**src/rtl/aes128_cbc_dec_ctrl.sv**
```systemverilog
// aes128_cbc_dec_ctrl
// CBC-mode decryption controller wrapped around an external AES-128 inverse
// cipher core. It takes ciphertext blocks through a valid/ready handshake,
// starts the core, XORs the core result with the chaining value, and returns
// plaintext through a valid/ready handshake. The chaining value comes from
// iv_load for the first block and from the previous ciphertext afterwards.
//
// Optional feature: define AES128_CBC_DEC_ECB_SEL_EN to add the ecb_mode input.
// ecb_mode is sampled per block at the input handshake. A block accepted with
// ecb_mode=1 is returned as the raw core output and leaves the chain untouched.
//
// Ports
//   clk_sys      system clock, rising edge
//   rst_n        synchronous active-low reset
//   iv_load/iv   load the chaining register (IDLE only, has priority over input)
//   in_valid/in_ready/in_block     ciphertext input handshake
//   out_valid/out_ready/out_block  plaintext output handshake
//   core_en      one-cycle start pulse to the core (decipher_en)
//   core_cipher  ciphertext presented to the core
//   core_ready   core idle/done status (decipher_ready)
//   core_plain   core result
//   busy         high whenever the FSM is not in IDLE
//   blk_cnt      blocks delivered since the last iv_load (wraps)
//   ecb_mode     per-block ECB select (only with AES128_CBC_DEC_ECB_SEL_EN)
module aes128_cbc_dec_ctrl (
    input  logic         clk_sys,
    input  logic         rst_n,
    input  logic         iv_load,
    input  logic [127:0] iv,
    input  logic         in_valid,
    output logic         in_ready,
    input  logic [127:0] in_block,
`ifdef AES128_CBC_DEC_ECB_SEL_EN
    input  logic         ecb_mode,
`endif
    output logic         out_valid,
    input  logic         out_ready,
    output logic [127:0] out_block,
    output logic         core_en,
    output logic [127:0] core_cipher,
    input  logic         core_ready,
    input  logic [127:0] core_plain,
    output logic         busy,
    output logic [15:0]  blk_cnt
);

    localparam int unsigned BLK_W = 128;
    localparam int unsigned CNT_W = 16;

    typedef enum logic [1:0] {
        IDLE      = 2'd0,
        START     = 2'd1,
        WAIT_LOW  = 2'd2,
        WAIT_DONE = 2'd3
    } state_t;

    state_t             state;
    logic [BLK_W-1:0]   chain_reg;
    logic [BLK_W-1:0]   cipher_reg;
    logic               accept;
`ifdef AES128_CBC_DEC_ECB_SEL_EN
    logic               ecb_flag;
`endif

    // A new block may enter only when a pending result is absent or leaving
    // this cycle, so the single output register is never overwritten.
    assign in_ready    = rst_n && (state == IDLE) && !iv_load && (!out_valid || out_ready);
    assign accept      = in_valid && in_ready;
    assign core_cipher = cipher_reg;
    assign busy        = (state != IDLE);

    // Control FSM, datapath registers and output handshake.
    always_ff @(posedge clk_sys) begin
        if (!rst_n) begin
            state      <= IDLE;
            chain_reg  <= '0;
            cipher_reg <= '0;
            out_block  <= '0;
            out_valid  <= 1'b0;
            core_en    <= 1'b0;
            blk_cnt    <= '0;
`ifdef AES128_CBC_DEC_ECB_SEL_EN
            ecb_flag   <= 1'b0;
`endif
        end else begin
            core_en <= 1'b0;
            // Consumer handshake; a completion below on the same edge wins.
            if (out_valid && out_ready) begin
                out_valid <= 1'b0;
            end
            case (state)
                IDLE: begin
                    if (iv_load) begin
                        chain_reg <= iv;
                        blk_cnt   <= '0;
                    end else if (accept) begin
                        cipher_reg <= in_block;
`ifdef AES128_CBC_DEC_ECB_SEL_EN
                        ecb_flag   <= ecb_mode;
`endif
                        state      <= START;
                    end
                end
                START: begin
                    if (core_ready) begin
                        core_en <= 1'b1;
                        state   <= WAIT_LOW;
                    end
                end
                // Wait for the core to acknowledge the start by dropping ready.
                WAIT_LOW: begin
                    if (!core_ready) begin
                        state <= WAIT_DONE;
                    end
                end
                WAIT_DONE: begin
                    if (core_ready) begin
`ifdef AES128_CBC_DEC_ECB_SEL_EN
                        if (ecb_flag) begin
                            out_block <= core_plain;
                        end else begin
                            out_block <= core_plain ^ chain_reg;
                            chain_reg <= cipher_reg;
                        end
`else
                        out_block <= core_plain ^ chain_reg;
                        chain_reg <= cipher_reg;
`endif
                        out_valid <= 1'b1;
                        blk_cnt   <= blk_cnt + CNT_W'(1);
                        state     <= IDLE;
                    end
                end
                default: state <= IDLE;
            endcase
        end
    end

endmodule

```
**config.mk**
```make
export PLATFORM = sky130hd
export DESIGN_NAME = aes128_cbc_dec_ctrl
export DESIGN_NICKNAME = d
export VERILOG_FILES = /design/src/rtl/aes128_cbc_dec_ctrl.sv
export SDC_FILE = /design/constraint.sdc
export NUM_CORES = 1
export LEC_CHECK = 0
export CAP_MARGIN = 20
export CORE_AREA = 10 10 251 253
export DETAILED_ROUTE_END_ITERATION = 8
export DIE_AREA = 0 0 261 263
export DONT_BUFFER_PORTS = 1
export PLACE_DENSITY = 0.43
export REMOVE_ABC_BUFFERS = 1
export SLEW_MARGIN = 20
export SYNTH_ARGS = -nofsm -noshare
export SYNTH_HDL_FRONTEND = slang
export SYNTH_SLANG_ARGS = --single-unit
export TNS_END_PERCENT = 30
```
**constraint.sdc**
```tcl
create_clock -name clk_sys -period 2.5 [get_ports clk_sys]
set_input_delay 0.5 -clock clk_sys [delete_from_list [all_inputs] [get_ports clk_sys]]
set_output_delay 0.5 -clock clk_sys [all_outputs]
set_load 0.05 [all_outputs]
```
# After elaboration in Yosys (flattened, before gate mapping)
# Cells that the tools add are included.
dict set report word_totals {
  register_bits 404
  wordCells 51
}
dict set report op_classes {
  add_sub_neg 1
  n_eq_ne 9
  muxes 16
  bitwise_logic 2
  n_reduce_logical 16
}
# op count
set ops {}
lappend ops {{two-way mux 128 bit} 2}
lappend ops {{case mux 128 bit (2 select lines)} 1}
lappend ops {{XOR 128 bit} 1}
lappend ops {{two-way mux 16 bit} 2}
lappend ops {{case mux 16 bit (2 select lines)} 1}
lappend ops {{adder 16 x 1 -> 16 bit, second input constant} 1}
lappend ops {{inequality test 2 bit, second input constant} 6}
lappend ops {{two-way mux 2 bit} 5}
lappend ops {{case mux 2 bit (4 select lines)} 1}
lappend ops {{AND reduction 3 bit} 2}
lappend ops {{logical AND 1 bit} 5}
lappend ops {{AND reduction 5 bit} 1}
lappend ops {{equality test 2 bit, second input constant} 2}
lappend ops {{two-way mux 1 bit} 4}
lappend ops {{AND reduction 2 bit} 2}
lappend ops {{nonzero test 2 bit} 2}
lappend ops {{equality test 2 x 1 -> 1 bit, second input constant} 1}
lappend ops {{logical NOT 1 bit} 2}
lappend ops {{logical NOT 2 bit} 1}
lappend ops {{logical OR 1 bit} 1}
lappend ops {{inverter 1 bit} 1}

# Depth between registers and ports, before layout
dict set report depth {
  ltp_word 8
  ltp_mapped 9
}

# Least setup slack after synthesis
# OpenSTA, ideal clock, no wires.
dict set report synth_path {
  path_kind {input-to-output}
  startpoint {in rst_n}
  endpoint {out in_ready}
  arrival_ns 1.742
  slack_ns 0.258
  path_stages 4
  n_path_buf 3
  cell_sequence {clkbuf_1 > clkbuf_1 > clkbuf_1 > and3_1}
}
dict set report synth_via {
  elab_chain_len 3
}
# element line_no
set synth_rtl {}
lappend synth_rtl {{start, declared} 27} ;# input logic rst_n,
lappend synth_rtl {{logical AND 1 bit (3 in series)} 67} ;# assign in_ready = rst_n && (state == IDLE) && !iv_load && (!out_valid || out_ready);
lappend synth_rtl {{end, declared} 31} ;# output logic in_ready,
# Every way passes these cells.

# Worst setup path in the final report
# Same ends and word-level chain as after synthesis.

==> results.sh <==
export IMPL_ys_warnings_count=0
export IMPL_worstPathMaxFanout=395
export IMPL_core_area_um2=58240
export IMPL_synth_area_leaders="dfxtp_1 (47%), o211a_1 (15%), nand2_1 (11%)"
export IMPL_path_clk_slew_ps=60
export IMPL_hold_class="in2reg"
export IMPL_maxSlewHeadroom_pct=-53.06
export IMPL_cts_sinks=404
export IMPL_p_sw_mw=6.475
export IMPL_crit_arrival_ps=2260
export IMPL_crit_family="simple AND/OR/NAND/NOR gates"
export IMPL_cp_slowest_cell="and3_1"
export IMPL_drv_slew=241
export IMPL_cts_tree="built"
export IMPL_dieArea_um2=68640
export IMPL_hpwl_mm=43.10
export IMPL_synth_ff_type="dfxtp_1"
export IMPL_layout_nets=2134
export IMPL_num_vias=12500
export IMPL_min_period_over_period_pct=110.5
export IMPL_total_leakage_power_nw=9.060
export IMPL_crit_buf_inv=1
export IMPL_postRouteAntennaNets=0
export IMPL_layoutNonFillerInstCount=2546
export IMPL_synth_edf_count=0
export IMPL_final_util_pct=33.50
export IMPL_wirelength_mm=58.65
export IMPL_r2r_cells=7
export IMPL_overflow=0
export IMPL_place_inst=2463
export IMPL_ys_types=31
export IMPL_criticalPathCategory="in2out"
export IMPL_clk_path_buf_depth=3
export IMPL_synth_seq_cells=404
export IMPL_place_congestion=0.7623
export IMPL_p_per_area_nw_per_um2=1033
export IMPL_syn_inst=1801
export IMPL_drt_first_iter_violations=666
export IMPL_finClkSkew_ps=23.32
export IMPL_hold_depth=1
export IMPL_ioPinCount=666
export IMPL_diodes=0
export IMPL_die_height_um=263
export IMPL_cts_root_buf="clkbuf_16"
export IMPL_violations="max-slew violations, negative setup slack"
export IMPL_fin_ws_ps=-262.0
export IMPL_via_per_inst=4.908
export IMPL_drive_gt1_share_pct=6.712
export IMPL_synth_top_cell_area_share_pct=47.34
export IMPL_avgRoutedWirePerCell_um=23.04
export IMPL_achievable_frequency_mhz=362.1
export IMPL_cts_hold_buf=0
export IMPL_cp_required_ps=2000
export IMPL_detail_route_first_pass_iterations=7
export IMPL_clk_latency_ps=580
export IMPL_power_mw=20.14
export IMPL_cap_violations=0
export IMPL_most_common_layout_cells="nand2_1 (523), dfxtp_1 (402), o211a_1 (256), xnor2_1 (133), a21boi_0 (131)"
export IMPL_cp_num_cells=2
export IMPL_rsz0062_at_grt="yes"
export IMPL_status="complete, but fails checks"
export IMPL_power_frac_clock_pct=34.1
export IMPL_pwr_share_seq_pct=44.5
export IMPL_h_tree_depth=2
export IMPL_synth_avg_cell_area_um2=9.485
export IMPL_ir_worst_vdd_mv=0.5643
export IMPL_yosys_area_top_type="dfxtp_1"
export IMPL_p_int_mw=13.67
export IMPL_grt_pass1_vias=12590
export IMPL_fin_crit_ps=2762
export IMPL_port_buffers=0
export IMPL_setup_violations=1
export IMPL_swShare_pct=32.15
export IMPL_grt_first_pass_wirelength_mm=84.56
export IMPL_start_util_pct=29.33
export IMPL_combinationalPowerShare_pct=21.4
export IMPL_antenna_found_initial=2
export IMPL_hold_viol=0
export IMPL_cts_made_buffers=47
export IMPL_syn_to_final_growth_pct=14.20
export IMPL_die_x_um=261
export IMPL_cp_start_kind="primary input"
export IMPL_grtUsageTotal_pct=16.13
export IMPL_rows=89
export IMPL_cp_end_kind="output pin"
export IMPL_worstMarginPinSlew_ps=2296
export IMPL_cpPeakStageDelay_ps=680
export IMPL_crit_chain="and3_1 > buf_12"
export IMPL_grt_max_degree=396
export IMPL_drc_errors=0
export IMPL_seq_area_frac_synth_pct=47.34
export IMPL_synthArstFlopShare_pct=0
export IMPL_layout_commonest_cell="nand2_1"
export IMPL_synth_area_um2=17080
==> logic make-up (layout without fill, tap and decap cells) <==
group / after synthesis / after routing / synth area share, %
compound gates: 409 / 409 / 21.43
xor+xnor: 133 / 133 / 6.819
fa+ha+maj: 5 / 5 / 0.3662
buf+inv: 152 / 124 / 3.377
flops: 404 / 404 / 47.34
mux: 130 / 130 / 7.617
simple gates: 568 / 568 / 13.04
==> cell type report <==
cell class,count,area [um2]
Sequential cell,404,8090
Multi-Input combinational cell,1245,8467
Clock inverter,11,126.4
Fill cell,6048,38730
Tap cell,773,967.2
Inverter,4,15.01
Timing Repair Buffer,37,431.7
Clock buffer,72,1411
==> synth_stat cells, drive strengths merged, types with 2 or more instances <==
master	number
nand2	523
ha	5
inv	4
xnor2	133
and2	3
nor2	7
clkbuf	137
a21oi	10
or4	2
a21boi	131
or3	9
buf	11
nand3	6
nand3b	2
o211a	256
and4	2
nand4	5
and3	2
nor3	2
mux2i	130
dfxtp	404
o21ai	10
==> power groups by stage <==
stage,clock (mW),sequential (mW),combinational [mW]
floorplan,0,8.03,1.84
global placement,0,9.10,4.24
detailed placement,0,9.12,4.35
CTS,7.11,8.98,4.39
global route,7.40,9.09,4.86
finish,6.87,8.97,4.31
==> path summary, 6_finish.rpt <==
kind              startpoint  slack, ps             end
setup reg to reg    state[1]        210    chain_reg[5]
hold reg to reg     state[1]        510        state[1]
hold / removal         rst_n         60  out_block[109]
setup / recovery       rst_n       -260        in_ready
==> per-stage QoR <==
step / worst slack (ps) / TNS, ps / cell area [um2] / hold slack (ps)
CTS: 10.67 / 0 / 19500 / 14.75
detailed placement: -69.34 / -3212 / 17940 / 505.4
global placement: 15.01 / 0 / 17940 / 499.2
finish: -262.0 / -262.0 / 19510 / 58.55
global route: -27.53 / -93.36 / 19510 / 26.60
floorplan: -11800 / -2768800 / 16520 / 470.9
==> per-layer routing <==
layer  vias up  wire length (um)  part of all wire, %  global-route usage, %
li1       6054                 -                    -                      -
met1      5962             21370                   36                  16.78
met2       403             29880                   51                  28.96
met3        75              6173                   11                  7.204
met4         2              1206                  2.1                  4.031
met5         -                17                0.029                      0
==> repair_timing <==
| action | CTS | global route |
|---|---|---|
| pin swaps | 0 | 1 |
| setup endpoints to repair | 76 | 60 |
| resized for setup | 6 | 3 |
| buffers inserted | 0 | 0 |
Note: power is estimated with default switching activity, not from simulation.
